[config.mk]
export PLATFORM = sky130hd
export DESIGN_NAME = tag_pair_alloc_flat
export DESIGN_NICKNAME = d
export VERILOG_FILES = /design/src/rtl/tag_pair_alloc_if.sv /design/src/rtl/tag_pair_alloc.sv /design/src/flat_wrapper.sv
export SDC_FILE = /design/constraint.sdc
export NUM_CORES = 1
export LEC_CHECK = 0
export BUFFER_PORTS_ARGS = -buffer_cell sky130_fd_sc_hd__buf_4
export CAP_MARGIN = 10
export CORE_MARGIN = 4
export CORE_UTILIZATION = 42
export CTS_CLUSTER_DIAMETER = 40
export DETAILED_ROUTE_END_ITERATION = 8
export GPL_ROUTABILITY_DRIVEN = 1
export PLACE_DENSITY = 0.64
export SYNTH_ARGS = -nofsm -noshare
export SYNTH_HDL_FRONTEND = slang
export SYNTH_SLANG_ARGS = --single-unit
[constraint.sdc]
create_clock -name clk -period 8.1 [get_ports clk]
set_input_delay 0.81 -clock clk [delete_from_list [all_inputs] [get_ports clk]]
set_output_delay 0.81 -clock clk [all_outputs]
set_load 0.02 [all_outputs]
[src/rtl/tag_pair_alloc_if.sv]
// Request/response bundle between the tag allocator and its requester/downstream checker.
// Valid/ready style: each *_vld request is sampled on a rising edge and answered by exactly one ack or nack pulse the next cycle.
interface tag_pair_alloc_if #(
   parameter int DEPTH = 8,
   parameter int TW    = 16
);
   localparam int IW = $clog2(DEPTH);
   localparam int CW = $clog2(DEPTH + 1);

   logic                       ins_a_vld;
   logic [TW-1:0]              ins_a_tag;
   logic                       ins_b_vld;
   logic [TW-1:0]              ins_b_tag;
   logic                       rel_a_vld;
   logic [IW-1:0]              rel_a_idx;
   logic                       rel_b_vld;
   logic [IW-1:0]              rel_b_idx;
   logic                       flush;

   logic                       ins_a_ack;
   logic                       ins_b_ack;
   logic                       ins_a_nack;
   logic                       ins_b_nack;
   logic [IW-1:0]              ins_a_idx;
   logic [IW-1:0]              ins_b_idx;
   logic [DEPTH-1:0]           vlda;
   logic [DEPTH-1:0]           vldb;
   logic [DEPTH-1:0][TW-1:0]   taga;
   logic [DEPTH-1:0][TW-1:0]   tagb;
   logic                       full_a;
   logic                       full_b;
   logic                       rel_err;
   logic [CW-1:0]              count_a;
   logic [CW-1:0]              count_b;

   modport master (
      output ins_a_vld, ins_a_tag, ins_b_vld, ins_b_tag,
             rel_a_vld, rel_a_idx, rel_b_vld, rel_b_idx, flush,
      input  ins_a_ack, ins_b_ack, ins_a_nack, ins_b_nack, ins_a_idx, ins_b_idx,
             vlda, vldb, taga, tagb, full_a, full_b, rel_err, count_a, count_b
   );

   modport slave (
      input  ins_a_vld, ins_a_tag, ins_b_vld, ins_b_tag,
             rel_a_vld, rel_a_idx, rel_b_vld, rel_b_idx, flush,
      output ins_a_ack, ins_b_ack, ins_a_nack, ins_b_nack, ins_a_idx, ins_b_idx,
             vlda, vldb, taga, tagb, full_a, full_b, rel_err, count_a, count_b
   );
endinterface

[src/rtl/tag_pair_alloc.sv]
// Two-table tag allocator: no tag is ever valid in both table A and table B at once.
// All decisions use registered state only; A wins a same-cycle tag tie against B.
module tag_pair_alloc #(
   parameter int DEPTH = 8,
   parameter int TW    = 16
) (
   input  logic               clk,
   input  logic               rstn,
   tag_pair_alloc_if.slave    bus
);
   localparam int IW = $clog2(DEPTH);
   localparam int CW = $clog2(DEPTH + 1);

   logic             hit_a, hit_b;
   logic [IW-1:0]    free_a, free_b;
   logic             acc_a, acc_b;
   logic             rel_a_ok, rel_b_ok, rel_bad;
   logic [DEPTH-1:0] vld_a_n, vld_b_n;
   logic [CW-1:0]    count_a_n, count_b_n;

   always_comb begin
      hit_a  = 1'b0;
      hit_b  = 1'b0;
      free_a = '0;
      free_b = '0;
      for (int i = 0; i < DEPTH; i++) begin
         if (bus.vlda[i] && bus.taga[i] == bus.ins_a_tag) hit_a = 1'b1;
         if (bus.vldb[i] && bus.tagb[i] == bus.ins_a_tag) hit_a = 1'b1;
         if (bus.vlda[i] && bus.taga[i] == bus.ins_b_tag) hit_b = 1'b1;
         if (bus.vldb[i] && bus.tagb[i] == bus.ins_b_tag) hit_b = 1'b1;
      end
      // Descending scan leaves the lowest-index free slot selected.
      for (int i = DEPTH - 1; i >= 0; i--) begin
         if (!bus.vlda[i]) free_a = IW'(i);
         if (!bus.vldb[i]) free_b = IW'(i);
      end

      acc_a = bus.ins_a_vld && !bus.flush && !bus.full_a && !hit_a;
      acc_b = bus.ins_b_vld && !bus.flush && !bus.full_b && !hit_b &&
              !(acc_a && bus.ins_a_tag == bus.ins_b_tag);

      rel_a_ok = bus.rel_a_vld && !bus.flush && bus.vlda[bus.rel_a_idx];
      rel_b_ok = bus.rel_b_vld && !bus.flush && bus.vldb[bus.rel_b_idx];
      rel_bad  = !bus.flush &&
                 ((bus.rel_a_vld && !bus.vlda[bus.rel_a_idx]) ||
                  (bus.rel_b_vld && !bus.vldb[bus.rel_b_idx]));

      // A release targets a valid slot and an insert a free one, so they never collide.
      vld_a_n   = bus.vlda;
      vld_b_n   = bus.vldb;
      count_a_n = bus.count_a;
      count_b_n = bus.count_b;
      if (rel_a_ok) begin
         vld_a_n[bus.rel_a_idx] = 1'b0;
         count_a_n              = count_a_n - CW'(1);
      end
      if (acc_a) begin
         vld_a_n[free_a] = 1'b1;
         count_a_n       = count_a_n + CW'(1);
      end
      if (rel_b_ok) begin
         vld_b_n[bus.rel_b_idx] = 1'b0;
         count_b_n              = count_b_n - CW'(1);
      end
      if (acc_b) begin
         vld_b_n[free_b] = 1'b1;
         count_b_n       = count_b_n + CW'(1);
      end
      if (bus.flush) begin
         vld_a_n   = '0;
         vld_b_n   = '0;
         count_a_n = '0;
         count_b_n = '0;
      end
   end

   always_ff @(posedge clk or negedge rstn) begin
      if (!rstn) begin
         bus.vlda       <= '0;
         bus.vldb       <= '0;
         bus.taga       <= '0;
         bus.tagb       <= '0;
         bus.count_a    <= '0;
         bus.count_b    <= '0;
         bus.full_a     <= 1'b0;
         bus.full_b     <= 1'b0;
         bus.ins_a_ack  <= 1'b0;
         bus.ins_b_ack  <= 1'b0;
         bus.ins_a_nack <= 1'b0;
         bus.ins_b_nack <= 1'b0;
         bus.ins_a_idx  <= '0;
         bus.ins_b_idx  <= '0;
         bus.rel_err    <= 1'b0;
      end else begin
         bus.vlda    <= vld_a_n;
         bus.vldb    <= vld_b_n;
         bus.count_a <= count_a_n;
         bus.count_b <= count_b_n;
         bus.full_a  <= (count_a_n == CW'(DEPTH));
         bus.full_b  <= (count_b_n == CW'(DEPTH));
         if (acc_a) bus.taga[free_a] <= bus.ins_a_tag;
         if (acc_b) bus.tagb[free_b] <= bus.ins_b_tag;
         bus.ins_a_ack  <= acc_a;
         bus.ins_b_ack  <= acc_b;
         bus.ins_a_nack <= bus.ins_a_vld && !acc_a;
         bus.ins_b_nack <= bus.ins_b_vld && !acc_b;
         bus.ins_a_idx  <= acc_a ? free_a : '0;
         bus.ins_b_idx  <= acc_b ? free_b : '0;
         bus.rel_err    <= bus.rel_err || rel_bad;
      end
   end
endmodule

[src/flat_wrapper.sv]
// flat-port wrapper written by rule: the top's interface ports become plain ports
module tag_pair_alloc_flat 
#(
   parameter int DEPTH = 8,
   parameter int TW    = 16
)
  (clk, rstn, bus_ins_a_vld, bus_ins_a_tag, bus_ins_b_vld, bus_ins_b_tag, bus_rel_a_vld, bus_rel_a_idx, bus_rel_b_vld, bus_rel_b_idx, bus_flush, bus_ins_a_ack, bus_ins_b_ack, bus_ins_a_nack, bus_ins_b_nack, bus_ins_a_idx, bus_ins_b_idx, bus_vlda, bus_vldb, bus_taga, bus_tagb, bus_full_a, bus_full_b, bus_rel_err, bus_count_a, bus_count_b);
  tag_pair_alloc_if #(.DEPTH(DEPTH), .TW(TW)) bus_i ();
  input  logic clk;
  input  logic rstn;
  input wire logic [$bits(bus_i.ins_a_vld)-1:0] bus_ins_a_vld;
  input wire logic [$bits(bus_i.ins_a_tag)-1:0] bus_ins_a_tag;
  input wire logic [$bits(bus_i.ins_b_vld)-1:0] bus_ins_b_vld;
  input wire logic [$bits(bus_i.ins_b_tag)-1:0] bus_ins_b_tag;
  input wire logic [$bits(bus_i.rel_a_vld)-1:0] bus_rel_a_vld;
  input wire logic [$bits(bus_i.rel_a_idx)-1:0] bus_rel_a_idx;
  input wire logic [$bits(bus_i.rel_b_vld)-1:0] bus_rel_b_vld;
  input wire logic [$bits(bus_i.rel_b_idx)-1:0] bus_rel_b_idx;
  input wire logic [$bits(bus_i.flush)-1:0] bus_flush;
  output wire logic [$bits(bus_i.ins_a_ack)-1:0] bus_ins_a_ack;
  output wire logic [$bits(bus_i.ins_b_ack)-1:0] bus_ins_b_ack;
  output wire logic [$bits(bus_i.ins_a_nack)-1:0] bus_ins_a_nack;
  output wire logic [$bits(bus_i.ins_b_nack)-1:0] bus_ins_b_nack;
  output wire logic [$bits(bus_i.ins_a_idx)-1:0] bus_ins_a_idx;
  output wire logic [$bits(bus_i.ins_b_idx)-1:0] bus_ins_b_idx;
  output wire logic [$bits(bus_i.vlda)-1:0] bus_vlda;
  output wire logic [$bits(bus_i.vldb)-1:0] bus_vldb;
  output wire logic [$bits(bus_i.taga)-1:0] bus_taga;
  output wire logic [$bits(bus_i.tagb)-1:0] bus_tagb;
  output wire logic [$bits(bus_i.full_a)-1:0] bus_full_a;
  output wire logic [$bits(bus_i.full_b)-1:0] bus_full_b;
  output wire logic [$bits(bus_i.rel_err)-1:0] bus_rel_err;
  output wire logic [$bits(bus_i.count_a)-1:0] bus_count_a;
  output wire logic [$bits(bus_i.count_b)-1:0] bus_count_b;
  assign bus_i.ins_a_vld = bus_ins_a_vld;
  assign bus_i.ins_a_tag = bus_ins_a_tag;
  assign bus_i.ins_b_vld = bus_ins_b_vld;
  assign bus_i.ins_b_tag = bus_ins_b_tag;
  assign bus_i.rel_a_vld = bus_rel_a_vld;
  assign bus_i.rel_a_idx = bus_rel_a_idx;
  assign bus_i.rel_b_vld = bus_rel_b_vld;
  assign bus_i.rel_b_idx = bus_rel_b_idx;
  assign bus_i.flush = bus_flush;
  assign bus_ins_a_ack = bus_i.ins_a_ack;
  assign bus_ins_b_ack = bus_i.ins_b_ack;
  assign bus_ins_a_nack = bus_i.ins_a_nack;
  assign bus_ins_b_nack = bus_i.ins_b_nack;
  assign bus_ins_a_idx = bus_i.ins_a_idx;
  assign bus_ins_b_idx = bus_i.ins_b_idx;
  assign bus_vlda = bus_i.vlda;
  assign bus_vldb = bus_i.vldb;
  assign bus_taga = bus_i.taga;
  assign bus_tagb = bus_i.tagb;
  assign bus_full_a = bus_i.full_a;
  assign bus_full_b = bus_i.full_b;
  assign bus_rel_err = bus_i.rel_err;
  assign bus_count_a = bus_i.count_a;
  assign bus_count_b = bus_i.count_b;
  tag_pair_alloc #(.DEPTH(DEPTH), .TW(TW)) u_core (.clk(clk), .rstn(rstn), .bus(bus_i));
endmodule
Word-level counts from Yosys, hierarchy flattened
Index checks and enable logic that the tools add are counted.
Cells by class
  bitwise operators: 6
  multiplexer cells: 80
  equal/unequal tests: 35
  $add $sub $neg: 4
  magnitude comparators: 8
  reductions and logical operators: 65
Operators by type and width (number)
  16-bit == test: 33
  128-bit bitwise mux: 2
  16-bit demux with 3-bit select: 2
  3-bit two-way mux: 18
  1-bit logical AND: 53
  8-bit two-way mux: 6
  1-bit two-way mux: 38
  16-bit two-way mux: 2
  4-bit two-way mux: 6
  8-bit bitwise AND: 2
  3-bit by 4-bit less-than comparator with 1-bit output, second input constant: 4
  8-bit NOT: 2
  8-bit OR: 2
  1-bit demux with 3-bit select: 4
  3-bit by 1-bit >= comparator with 1-bit output, second input constant: 4
  1-bit logical NOT: 10
  4-bit by 1-bit adder with 4-bit output, second input constant: 2
  4-bit == test, second input constant: 2
  4-bit by 1-bit subtractor with 4-bit output, second input constant: 2
  1-bit binary-select mux with 3-bit select: 2
  1-bit logical OR: 2
Word-level totals
  logic and storage cells: 227
  register bits: 293
  input bits: 45

Longest topological paths before layout
  word-level depth: 26
  gate-level depth with buffers: 14
  depth with buffers taken out: 11

Worst setup path before layout
No wires, ideal clock.
  path type: input to register
  start point: input bus_ins_a_tag[1]
  end point: register u_core.bus.tagb[86] (netlist bit)
  stages: 13
  slack: 4647 ps
  buffers on the path: 5
  data arrival time: 3328 ps
  path through: buf_6 -> buf_12 -> xor2_2 -> nor4_2 -> nand4_1 -> o32ai_2 -> nor3_2 -> and4_1 -> buf_6 -> or4b_4 -> buf_6 -> buf_12 -> mux2_4
On the way
  word-level cells in the longest chain between the ends: 23
  elaborated cells between the ends (all ways): 54
RTL lines
  start: declaration: RTL line flat_wrapper.sv:12  | input wire logic [$bits(bus_i.ins_a_tag)-1:0] bus_ins_a_tag;
  16-bit == test: RTL line tag_pair_alloc.sv:27  | if (bus.vlda[i] && bus.taga[i] == bus.ins_a_tag) hit_a = 1'b1;
  1-bit logical AND: RTL line tag_pair_alloc.sv:27
  1-bit two-way mux: RTL line tag_pair_alloc.sv:27
  1-bit two-way mux: RTL line tag_pair_alloc.sv:28  | if (bus.vldb[i] && bus.tagb[i] == bus.ins_a_tag) hit_a = 1'b1;
  1-bit two-way mux: RTL line tag_pair_alloc.sv:27
  1-bit two-way mux: RTL line tag_pair_alloc.sv:28
  1-bit two-way mux: RTL line tag_pair_alloc.sv:27
  1-bit two-way mux: RTL line tag_pair_alloc.sv:28
  [... 7 more ...]
  1-bit two-way mux: RTL line tag_pair_alloc.sv:28
  1-bit two-way mux: RTL line tag_pair_alloc.sv:27
  1-bit two-way mux: RTL line tag_pair_alloc.sv:28
  1-bit logical NOT: RTL line tag_pair_alloc.sv:38  | acc_a = bus.ins_a_vld && !bus.flush && !bus.full_a && !hit_a;
  1-bit logical AND: RTL line tag_pair_alloc.sv:38
  1-bit logical AND (*): RTL line tag_pair_alloc.sv:40  | !(acc_a && bus.ins_a_tag == bus.ins_b_tag);
  1-bit logical NOT (*): RTL line tag_pair_alloc.sv:40
  1-bit logical AND (*): RTL line tag_pair_alloc.sv:39  | acc_b = bus.ins_b_vld && !bus.flush && !bus.full_b && !hit_b &&
  end signal: indexed assignment: RTL line tag_pair_alloc.sv:102  | if (acc_b) bus.tagb[free_b] <= bus.ins_b_tag;
  end: declaration: RTL line tag_pair_alloc_if.sv:47  | vlda, vldb, taga, tagb, full_a, full_b, rel_err, count_a, count_b
Every way passes the cells marked *; elsewhere a longest branch is shown, timed or not.
A chain may end at the register's enable or synchronous reset.

Worst setup path in the final report
  start point: input bus_flush
  end point: register u_core.bus.taga[84] (netlist bit)
On the way
  word-level cells in the longest chain between the ends: 4
RTL lines
  start: declaration: RTL line flat_wrapper.sv:19  | input wire logic [$bits(bus_i.flush)-1:0] bus_flush;
  1-bit logical NOT: RTL line tag_pair_alloc.sv:38
  1-bit logical AND (3 in series): RTL line tag_pair_alloc.sv:38
  end signal: indexed assignment: RTL line tag_pair_alloc.sv:101  | if (acc_a) bus.taga[free_a] <= bus.ins_a_tag;
  end: declaration: RTL line tag_pair_alloc_if.sv:47
No other way between the ends.

==> flow_summary.yaml <==
worst_setup_path:
  cp-start-kind: "primary input"
  crit_path_cell_trace: "buf_4 > nor3b_1 > o21ai_0 > nor3_1 > nand3_2 > nor4b_4 > mux2_2"
  crit_slowest_cell: "nor4b_4"
  cp_data_arrival_time_ns: 5.35
  crit_path_max_incr_delay_ns: 1.25
  critPathKind: "primary input to register"
  critical_path.max_fanout: 32
  critPathCaptureType: "register"
  required_ns: 8.57
placed_design:
  place_congestion: 0.9135
  place_inst: 2423
  pre_cts_ws_ns: 2.837
  place_hpwl_um: 47170
  port_buffers: 337
final_layout:
  multi_input_area_sq_mm: 0.01023
  nets: 1940
  antenna_cells: 0
  syn_to_final_growth_pct: 22.27
  drive_above_1_share_pct: 37.04
  fillers: 3921
  regArea_sq_mm: 0.007332
  fin_cells: 2518
sta:
  rsz0062_at_grt: "false"
  fin_ws_ns: 3.222
  finalSetupTns_ns: 0
  tightest_slew_ns: 1.207
  slew_viol_final: 0
  relSlewSlack_pct: 19.16
  skew_ns: 0.02922
  period_share_pct: 60.23
  fmax_mhz: 205.0
  setup_viol: 0
  final.min_clock_period_ns: 4.878
  hold_viol: 0
yosys:
  syn_inst: 1630
  syn_nets: 1679
  ys.flop_type: "dfrtp_1"
  yosysSeqAreaShare_pct: 39.58
  ys_types: 67
  synth_edf_count: 0
  synth_area_per_cell_sq_um: 11.37
  synthArstFlopShare_pct: 100.0
  yosys_warnings: 0
  synth_area_sq_mm: 0.01853
  ys_seq_elements: 293
global_route:
  grt-ovfl-total: 0
  grt_pass1_vias: 15120
  grt_pass1_wl_um: 104200
  grt_use_total_pct: 29.45
  grt_start_max_net_pins: 170
  antenna_found_initial: 0
cts:
  cts_buffers: 51
  root_buffer: "clkbuf_16"
  htreeDepth: 2
  ctsHoldBuffers: 0
  clock_latency_ns: 0.60
  cts_tree: "yes"
  cts_setup_buffers: 0
  post_cts_resized: 0
  cts.sinks: 293
  cts_max_path_buffers: 3
  clk_pin_slew_worst_paths_ns: 0.05
drt:
  vias: 14810
  postRouteAntennaNets: 0
  drt-total-wl_um: 71780
  first_iter_violations: 1376
  drcViolationCount: 0
  drt_pass1_iterations: 5
  routed_via_density: 5.881
  wl_per_cell_um: 28.51
die:
  coreArea_sq_mm: 0.04336
  start_util_pct: 42.73
  boundaryPins: 338
  die_h_um: 218.0
  row_count: 76
  die_x_um: 218.0
  dieArea_sq_mm: 0.04753
job:
  max_cap_viol_count: 0
power_and_ir_drop:
  p_per_area_mw_per_mm2: 216.3
  vdd_drop_max_mv: 0.1992
  leakagePower_nw: 10.99
  finalPower_mw: 4.899
outcome:
  outcome: "complete, no violations"
min_path:
  min_path_type: "primary input to asynchronous set/reset pin"
[critical path, delay by kind of cell]
family / cells / cell delay (ns)
compound gates: 1 / 0.23
simple gates: 4 / 3.61
buf+inv: 1 / 0.24
mux: 1 / 0.43
[cells in the final DEF (no fill, tap or decap), drive strengths merged, types with 3 or more instances in the layout]
| master | n |
|---|---|
| ha | 4 |
| nor2b | 3 |
| clkinv | 19 |
| buf | 339 |
| xor2 | 436 |
| xnor2 | 101 |
| nor2 | 17 |
| inv | 26 |
| nand3 | 27 |
| nor4b | 5 |
| o32ai | 7 |
| mux2 | 258 |
| or4b | 3 |
| bufinv | 4 |
| and4 | 4 |
| dfrtp | 293 |
| o31ai | 7 |
| nand2b | 5 |
| nor4 | 97 |
| a31oi | 3 |
| a311oi | 3 |
| and3 | 4 |
| nand4 | 43 |
| clkbuf | 56 |
| o22ai | 6 |
| a21oi | 19 |
| clkinvlp | 7 |
| o21ai | 19 |
| nor3 | 41 |
| mux2i | 3 |
| or3 | 4 |
| nand2 | 38 |
[cells by family (layout without fill, tap and decap cells)]
group | Yosys count | after routing | synth area share (%)
DFF | 293 | 293 | 39.58
muxes | 263 | 263 | 16.45
buffers and inverters | 148 | 451 | 5.221
adders and majority gates | 4 | 4 | 0.2702
xor gates and xnor gates | 537 | 537 | 25.47
and+or+nand+nor | 303 | 303 | 9.995
AOI/OAI and AO/OA | 82 | 82 | 3.019
[report_power, final]
group,internal (mW),switching (mW)
combinational,0.405,0.535
sequential,1.57,0.223
clock,1.34,0.826
[through the flow]
step	hold WS (ns)	area (sq um)	util (%)
2_1_floorplan	0.5144	18530	-
3_3_place_gp	0.4616	20930	48.26
3_5_place_dp	0.4653	20930	48.26
4_1_cts	0.3650	22650	52.24
5_1_grt	0.4203	22650	52.24
6_report	0.3395	22650	52.24
[Yosys cell counts (3+ instances only)]
cell type	n	share of area (%)
xor2_1	434	21
dfrtp_1	293	40
mux2_2	240	15
xnor2_1	101	4.8
nor4_1	91	3.1
buf_2	52	1.4
nand4_1	43	1.5
buf_4	41	1.7
nand2_1	38	0.77
nor3_1	38	1.0
nand3_1	26	0.70
a21oi_1	19	0.51
mux2_4	18	1.5
o21ai_0	18	0.49
buf_6	17	1.0
clkbuf_1	17	0.34
inv_1	17	0.34
nor2_1	17	0.34
o31ai_1	7	0.28
o22ai_1	6	0.20
o32ai_1	6	0.28
nand2b_1	5	0.17
and3_1	4	0.14
and4_1	4	0.19
buf_12	4	0.43
ha_1	4	0.27
nor4_2	4	0.27
or3_1	4	0.14
a311oi_1	3	0.14
a31oi_1	3	0.10
mux2i_1	3	0.16
nor2b_1	3	0.10
nor4b_1	3	0.14
[state kept, by name, indices dropped and copies added (netlist names)]
register               flops
u_core.bus.taga          128
u_core.bus.tagb          128
u_core.bus.vlda            8
u_core.bus.vldb            8
u_core.bus.count_a         4
u_core.bus.count_b         4
u_core.bus.ins_a_idx       3
u_core.bus.ins_b_idx       3
u_core.bus.full_a          1
u_core.bus.full_b          1
u_core.bus.ins_a_ack       1
u_core.bus.ins_a_nack      1
u_core.bus.ins_b_ack       1
u_core.bus.ins_b_nack      1
u_core.bus.rel_err         1
[per-layer routing]
layer  routed length (um)  GRT usage, %
met1                29360         39.89
met2                32880         46.51
met3                 7086         6.744
met4                 2463         10.43
met5                    0             0
[worst paths after layout]
path                                         end  cells after the start  slack (ns)                from
setup / recovery             u_core.bus.taga[84]                      7        3.22           bus_flush
hold / removal              u_core.bus.ins_a_ack                      1        0.34                rstn
setup reg to reg             u_core.bus.taga[84]                      6        3.36   u_core.bus.full_a
hold reg to reg               u_core.bus.rel_err                      1        0.48  u_core.bus.rel_err
max in group asynchronous   u_core.bus.tagb[123]                      2        6.21                rstn
min in group clk           u_core.bus.ins_a_nack                      2        0.44       bus_ins_a_vld
[area by class of cell]
class,instances,share of cell area (%)
clock buffers,56,5.899
clock inverters,39,1.723
inverters,17,0.2817
multi-input cells,1189,45.17
flip-flops and latches,293,32.37
well taps,585,3.231
repair buffers,339,11.32
Power figures use the tool's default switching activity.
